--- config.mk ---
export PLATFORM = sky130hd
export DESIGN_NAME = bus_timer
export DESIGN_NICKNAME = d
export VERILOG_FILES = /design/src/rtl/timer_pkg.sv /design/src/rtl/timer_prescaler.sv /design/src/rtl/bus_timer.sv
export SDC_FILE = /design/constraint.sdc
export NUM_CORES = 1
export LEC_CHECK = 0
export ABC_CLOCK_PERIOD_IN_PS = 4850
export BUFFER_PORTS_ARGS = -buffer_cell sky130_fd_sc_hd__buf_2
export CORE_MARGIN = 2
export CORE_UTILIZATION = 40
export DETAILED_ROUTE_END_ITERATION = 8
export SYNTH_ARGS = -nofsm -noshare
export SYNTH_HDL_FRONTEND = slang
export SYNTH_SLANG_ARGS = --single-unit
export TNS_END_PERCENT = 5
--- constraint.sdc ---
create_clock -name clk -period 4.85 [get_ports clk]
set_clock_uncertainty 0.15 [all_clocks]
set_input_delay 0.485 -clock clk [delete_from_list [all_inputs] [get_ports clk]]
set_output_delay 0.485 -clock clk [all_outputs]
set_load 0.05 [all_outputs]
--- src/rtl/timer_pkg.sv ---
// Shared register map, CTRL layout and byte-lane helper for the bus_timer slave.
package timer_pkg;

  localparam logic [1:0] REG_CTRL   = 2'd0;
  localparam logic [1:0] REG_LOAD   = 2'd1;
  localparam logic [1:0] REG_COUNT  = 2'd2;
  localparam logic [1:0] REG_STATUS = 2'd3;

  localparam int CTRL_EN_BIT       = 0;
  localparam int CTRL_AUTO_BIT     = 1;
  localparam int CTRL_IRQ_EN_BIT   = 2;
  localparam int CTRL_PRESCALE_LSB = 8;

  localparam int STATUS_EXPIRED_BIT = 0;
  localparam int STATUS_RUNNING_BIT = 1;

  // Mirrors the CTRL word bit-for-bit so the struct can be cast to/from the bus word.
  typedef struct packed {
    logic [23:0] prescale;
    logic [4:0]  rsvd;
    logic        irq_en;
    logic        auto_rl;
    logic        en;
  } ctrl_t;

  function automatic logic [31:0] be_merge(input logic [31:0] old_w,
                                           input logic [31:0] new_w,
                                           input logic [3:0]  be);
    logic [31:0] res;
    res = old_w;
    for (int i = 0; i < 4; i++) begin
      if (be[i]) res[8*i +: 8] = new_w[8*i +: 8];
    end
    return res;
  endfunction

endpackage

--- src/rtl/timer_prescaler.sv ---
// Divides the clock by PRESCALE+1 while enabled, emitting a one-cycle evaluation strobe.
module timer_prescaler #(
  parameter int PRESCALE_W = 8
) (
  input  logic                  clk,
  input  logic                  rst,
  input  logic                  en,
  input  logic                  clr,
  input  logic [PRESCALE_W-1:0] prescale,
  output logic                  strobe
);

  logic [PRESCALE_W-1:0] pcnt_q, pcnt_d;

  always_comb begin
    strobe = en && (pcnt_q == prescale);
    if (!en || clr || strobe) pcnt_d = '0;
    else                      pcnt_d = pcnt_q + PRESCALE_W'(1);
  end

  always_ff @(posedge clk or posedge rst) begin
    if (rst) pcnt_q <= '0;
    else     pcnt_q <= pcnt_d;
  end

endmodule

--- src/rtl/bus_timer.sv ---
// Memory-mapped down-counting timer: register file, bus decode and reload/one-shot counter.
module bus_timer
  import timer_pkg::*;
#(
  parameter int          PRESCALE_W = 8,
  parameter int          CNT_W      = 32,
  parameter logic [31:0] RESET_LOAD = 32'h0000_0000
) (
  input  logic        clk,
  input  logic        rst,
  input  logic        rd_req,
  input  logic [3:0]  rd_be,
  input  logic [31:0] rd_addr,
  output logic [31:0] rd_data,
  output logic        rd_gnt,
  input  logic        wr_req,
  input  logic [3:0]  wr_be,
  input  logic [31:0] wr_addr,
  input  logic [31:0] wr_data,
  output logic        wr_gnt,
  output logic        irq,
  output logic        tick
);

  localparam logic [23:0] PS_MASK  = 24'((64'd1 << PRESCALE_W) - 64'd1);
  localparam logic [31:0] CNT_MASK = 32'((64'd1 << CNT_W) - 64'd1);

  ctrl_t            ctrl_q, ctrl_d;
  logic [CNT_W-1:0] load_q, load_d;
  logic [CNT_W-1:0] count_q, count_d;
  logic             expired_q, expired_d;
  logic             irq_q, irq_d;
  logic [31:0]      rd_data_q, rd_data_d;
  logic [31:0]      rd_word, wr_word;
  logic             strobe, hw_expire, ctrl_wr;
  logic             unused_bits;

  assign unused_bits = ^{rd_be, rd_addr[31:4], rd_addr[1:0], wr_addr[31:4], wr_addr[1:0]};

  assign rd_gnt  = rd_req;
  assign wr_gnt  = wr_req;
  assign rd_data = rd_data_q;
  assign irq     = irq_q;
  assign tick    = hw_expire;
  assign ctrl_wr = wr_req && (wr_addr[3:2] == REG_CTRL);

  timer_prescaler #(.PRESCALE_W(PRESCALE_W)) u_prescaler (
    .clk      (clk),
    .rst      (rst),
    .en       (ctrl_q.en),
    .clr      (ctrl_wr),
    .prescale (ctrl_q.prescale[PRESCALE_W-1:0]),
    .strobe   (strobe)
  );

  always_comb begin
    rd_word = '0;
    case (rd_addr[3:2])
      REG_CTRL:  rd_word = ctrl_q;
      REG_LOAD:  rd_word = 32'(load_q);
      REG_COUNT: rd_word = 32'(count_q);
      default: begin
        rd_word[STATUS_EXPIRED_BIT] = expired_q;
        rd_word[STATUS_RUNNING_BIT] = ctrl_q.en;
      end
    endcase
    rd_data_d = rd_req ? rd_word : rd_data_q;
  end

  // Hardware update first; a software write in the same cycle then overrides it,
  // except that a hardware expiry always survives a simultaneous W1C.
  always_comb begin
    ctrl_d    = ctrl_q;
    load_d    = load_q;
    count_d   = count_q;
    expired_d = expired_q;
    hw_expire = 1'b0;
    wr_word   = '0;

    if (strobe) begin
      if (count_q != '0) begin
        count_d = count_q - CNT_W'(1);
      end else begin
        hw_expire = 1'b1;
        if (ctrl_q.auto_rl) count_d   = load_q;
        else                ctrl_d.en = 1'b0;
      end
    end

    if (wr_req) begin
      case (wr_addr[3:2])
        REG_CTRL: begin
          wr_word         = be_merge(ctrl_d, wr_data, wr_be);
          ctrl_d          = ctrl_t'(wr_word);
          ctrl_d.prescale = ctrl_d.prescale & PS_MASK;
          ctrl_d.rsvd     = '0;
        end
        REG_LOAD: begin
          wr_word = be_merge(32'(load_q), wr_data, wr_be) & CNT_MASK;
          load_d  = wr_word[CNT_W-1:0];
        end
        REG_COUNT: begin
          wr_word = be_merge(32'(count_d), wr_data, wr_be) & CNT_MASK;
          count_d = wr_word[CNT_W-1:0];
        end
        default: begin
          if (wr_be[0] && wr_data[STATUS_EXPIRED_BIT]) expired_d = 1'b0;
        end
      endcase
    end

    if (hw_expire) expired_d = 1'b1;

    irq_d = expired_q & ctrl_q.irq_en;
  end

  always_ff @(posedge clk or posedge rst) begin
    if (rst) begin
      ctrl_q    <= '0;
      load_q    <= RESET_LOAD[CNT_W-1:0];
      count_q   <= '0;
      expired_q <= 1'b0;
      irq_q     <= 1'b0;
      rd_data_q <= '0;
    end else begin
      ctrl_q    <= ctrl_d;
      load_q    <= load_d;
      count_q   <= count_d;
      expired_q <= expired_d;
      irq_q     <= irq_d;
      rd_data_q <= rd_data_d;
    end
  end

endmodule

# Yosys cells after proc, flatten, opt, wreduce, memory -nomap -nowiden
# Cells that the tools add are included.
# classes
addsub	2
eq_ne	6
n_mux	24
n_bitwise	1
n_reduce_logical	19
# ops
op	count
$mux W32	5
$pmux W30 S3	1
$mux W8	5
$reduce_bool A32 Y1	1
$sub A32 B1 Y32 const B	1
$reduce_and A3 Y1	7
$mux W1	12
$add A8 B1 Y8 const B	1
$eq A8 B8 Y1	1
$pmux W2 S3	1
$eq A2 B1 Y1 const B	2
$eq A2 B2 Y1 const B	2
$logic_not A2 Y1	2
$reduce_bool A2 Y1	2
$logic_and A1 B1 Y1	3
$reduce_or A3 Y1	1
$logic_or A1 B1 Y1	2
$ne A2 B1 Y1 const B	1
$and A1 B1 Y1	1
$logic_not A1 Y1	1
# totals
reg_bits	117
inputBits	108
out_inout_bits	36
elab_cells	65

# Logic depth before layout (Yosys ltp)
# logic_depth
ltp_word	6
ltp_mapped	10
ltp_nobuf	8

# Modules after synthesis
# A second synthesis with hierarchy kept.
# unflattened
cells_unflattened	711
hier_area_um2	6777.8
# modules_own_cells
module	instances	cells_each	area_each_um2	seq_area_each_um2
bus_timer	1	663	6288.5	2727.6
timer_prescaler	1	48	489.2	200.2

# Least setup slack after synthesis
# OpenSTA, ideal clock, no wires.
# synth_timing
path_type	register to output
from	register count_q[18]
to	output port tick
t_arrival_ns	2.588
required_time_ns	4.215
path_slack_ns	1.627
stages_incl_launch_ff	9
n_path_buf	3
cell_sequence	dfrtp_1 > buf_6 > or4_4 > or3_1 > buf_2 > nor4_4 > clkbuf_1 > nand2_1 > inv_1
# synth_between
elab_chain_cells	3
# synth_rtl
element	line_no	text
start: declaration	bus_timer.sv:30	logic [CNT_W-1:0] count_q, count_d;
start signal: assignment	bus_timer.sv:128	count_q <= count_d;
$reduce_bool A32 Y1	bus_timer.sv:81	if (count_q != '0) begin
$mux W1	bus_timer.sv:81	
$mux W1	bus_timer.sv:80	if (strobe) begin
end: declaration	bus_timer.sv:22	output logic tick
# Every way passes these cells.

# Worst setup path after layout
# layout_timing
from	register count_q[26]
to	output port tick
# The elaborated chain is that of the path after synthesis.

==> results.md <==
- Cell with the most instances after synthesis: dfrtp_1
- Root Buffer: clkbuf_16
- Crit-path max FO: 11
- Final Cell Area: 0.00734 sq mm
- MaxCap Viol Count: 0
- GRT Total Usage: 22.2%
- Site row count: 45
- R2R setup slack: 1.43 ns
- Crit. End Element: output pin
- Core ar.: approximately 0.015 sq mm
- Synth area leader: dfrtp_1
- DP HPWL: 12000 microns
- Share of power burned in registers: 41.4%
- Layout cells sized above 1: around a quarter
- Area after DPL: 0.00675 sq mm
- Pre-antenna DRT Iters: 6
- Share of the synthesized area in the top cell type: ~47%
- Worst slack at placement: 1.44 ns
- Post-Route WL: between 15000 and 20000 microns
- Total CTS buffers: 17
- Synthesis-stage register bit count: approximately 120
- Total gr overflow: 0
- Combinational group share of total power: 19.8%
- Clock power share: 38.7%
- Hold Path End: count_q[24]$_DFF_PP0_
- Worst hold path startpoint: wr_data[24]
- Setup TNS: 0 ns
- Rel. slew slack: 28.5%
- Max Fclk: ~260 MHz
- Clk buf depth: 2
- Final GP Congestion: 0.912
- Initial Util: 41.0%
- Non-Filler Instances: 911
- DR vias/cell: 5.87
- Clock latency on the worst-skew pair: ~0.43 ns
- RR Endpoint: count_q[8]$_DFF_PP0_
- 1st-iter DRT viols: 391
- Wire per inst: 19.4 microns
- Outcome: finished clean
- Reg2reg start: count_q[26]$_DFF_PP0_
- Synth top area cells: dfrtp_1, mux2_2, nor2_1
- # IOs: 144
- DRC: 0
- CP Data Required Time: ~4.2 ns
- Dpl cells: 879
- Nets@finish: 822
- Leak: about 3.2 nW
- Post-synth EDFFs: 0
- Top_reg_cell synth: dfrtp_1
- Initial antenna violation count: 0
- Critical Path AT: between 3 and 4 ns
- First-pass GRT wire length: 28100 microns
- Resized cells post-CTS: 0
- CTS tree: yes
- RSZ-0062 raised after global routing: no
- Switching power: 1.01 mW
- Register area share after synthesis: 46.9%
- Hold WC Path Type: in2reg
- Pwr dens: around 430 mW/mm^2
- Net count after synthesis: about 760
- Synth cell count leaders: dfrtp_1, nor2_1, a21oi_1
- Peak supply drop: 0.000284 V
- Ys Warns: 0
- Via count: about 5400
- Synth unique cells: roughly 60
- CP Launch Type: register
- Area grow syn2layout: 17.6%
- N_diodes: 0
- Number of H-tree levels: 4
- Internal power: 2.17 mW
- Worst setup margin: about 0.96 ns
- Post-Syn Area: 0.00624 sq mm
- Switching Share: roughly a third
- Setup bufs post-CTS: 0
- Final Slew Violations: 0
- Detail Route Antenna Nets: 0
- CTS clk-pin slew, worst paths: 0.05 ns
- Vias in the first global route: 5264
- Tmin final: 3.89 ns
- Die Wd: 129 microns
- Reg2reg path depth: 7
- Hold-fix buffers, CTS: 1
- Post-Synthesis Cells: 646
- Die area: roughly 0.017 sq mm
- End-of-flow core utilization: roughly half
- Largest net degree at the start of global routing: 63
- # port buffers: just under 80
- Die Ht: between 100 and 150 microns
- Cells on Worst Hold Path: 3
- CP Class: reg2out
- Post-synthesis async set-or-reset flop share: 100%
- Setup-failing EPs final: 0
- Mapped Avg Cell Area: 9.66 sq um
- Endpoints failing hold: 0
- Fin crit share: 80.1%
- Worst slew pin tran: roughly 1.1 ns
- Clock Sinks: 117
## cells by family after synthesis
group,count (synthesis),synth area share (%)
xor+xnor,15,2.11
flops,117,46.9
buf+inv,50,3.57
fa+ha+maj,3,0.602
mux,59,10.7
simple gates,233,18.3
compound gates,169,17.7
## metrics by stage
stage,hold slack (ns),total power [mW]
2_1_floorplan,0.314,1.77
3_3_place_gp,0.341,1.95
3_5_place_dp,0.354,1.97
4_1_cts,0.120,3.21
5_1_grt,0.135,3.33
6_report,0.128,3.19
## sequential cells by signal, indices dropped and copies added, names as in the netlist
signal,cells
count_q,32
ctrl_q,11
expired_q,1
irq,1
load_q,32
rd_data,32
u_prescaler.pcnt_q,8
## how the worst max path moves through the flow
stage / slack, ns / endpoint / start / cells past startpoint
2_1_floorplan: 1.11 / count_q[0]$_DFF_PP0_ / rst / 1
3_3_place_gp: 1.45 / tick / count_q[26]$_DFF_PP0_ / 6
3_5_place_dp: 1.44 / tick / count_q[26]$_DFF_PP0_ / 6
4_1_cts: 0.98 / tick / count_q[26]$_DFF_PP0_ / 6
5_1_grt: 0.86 / tick / count_q[24]$_DFF_PP0_ / 6
6_report: 0.96 / tick / count_q[26]$_DFF_PP0_ / 6
## cell usage in the layout, fill, tap and decap left out, types with 11 or more instances in the layout
cell | Yosys | final
dfrtp_1 | 117 | 117
mux2_2 | 43 | 43
o21ai_0 | 20 | 20
and3_1 | 11 | 11
nor2_1 | 79 | 79
nor3_1 | 13 | 12
a211oi_1 | 12 | 12
nand3_1 | 20 | 20
a21oi_1 | 59 | 59
mux2i_1 | 14 | 14
clkbuf_16 | 0 | 17
a22oi_1 | 24 | 24
buf_2 | 4 | 79
o31ai_1 | 13 | 13
nand2_1 | 51 | 51
## worst max-delay path, cell delays in order (launching register included)
cell and delay [ns]:
dfrtp_1 0.42, or4_4 0.58, or4_1 0.57, nor4_4 0.70, nand2_1 0.21, inv_1 0.09
buf_2 0.25
## metal layers
layer	track usage (%)	part of all wire (%)
met2	36.4	49
met1	28.8	44
met5	0	0
met4	7.48	1.5
met3	5.53	5.9
## power groups by stage
stage,sequential (mW),combinational (mW),clock [mW]
finish,1.32,0.632,1.23
global route,1.35,0.692,1.29
CTS,1.32,0.639,1.25
detailed placement,1.33,0.636,0
global placement,1.32,0.621,0
floorplan,1.40,0.365,0
## layout make-up
type	instances	area, sq um
inverters	7	28.8
repair buffers	89	473
multi-input cells	479	3100
fillers	1445	7870
clock inverters	10	105
flip-flops and latches	117	2930
clock buffers	21	470
well taps	188	235
Power figures use the tool's default switching activity.
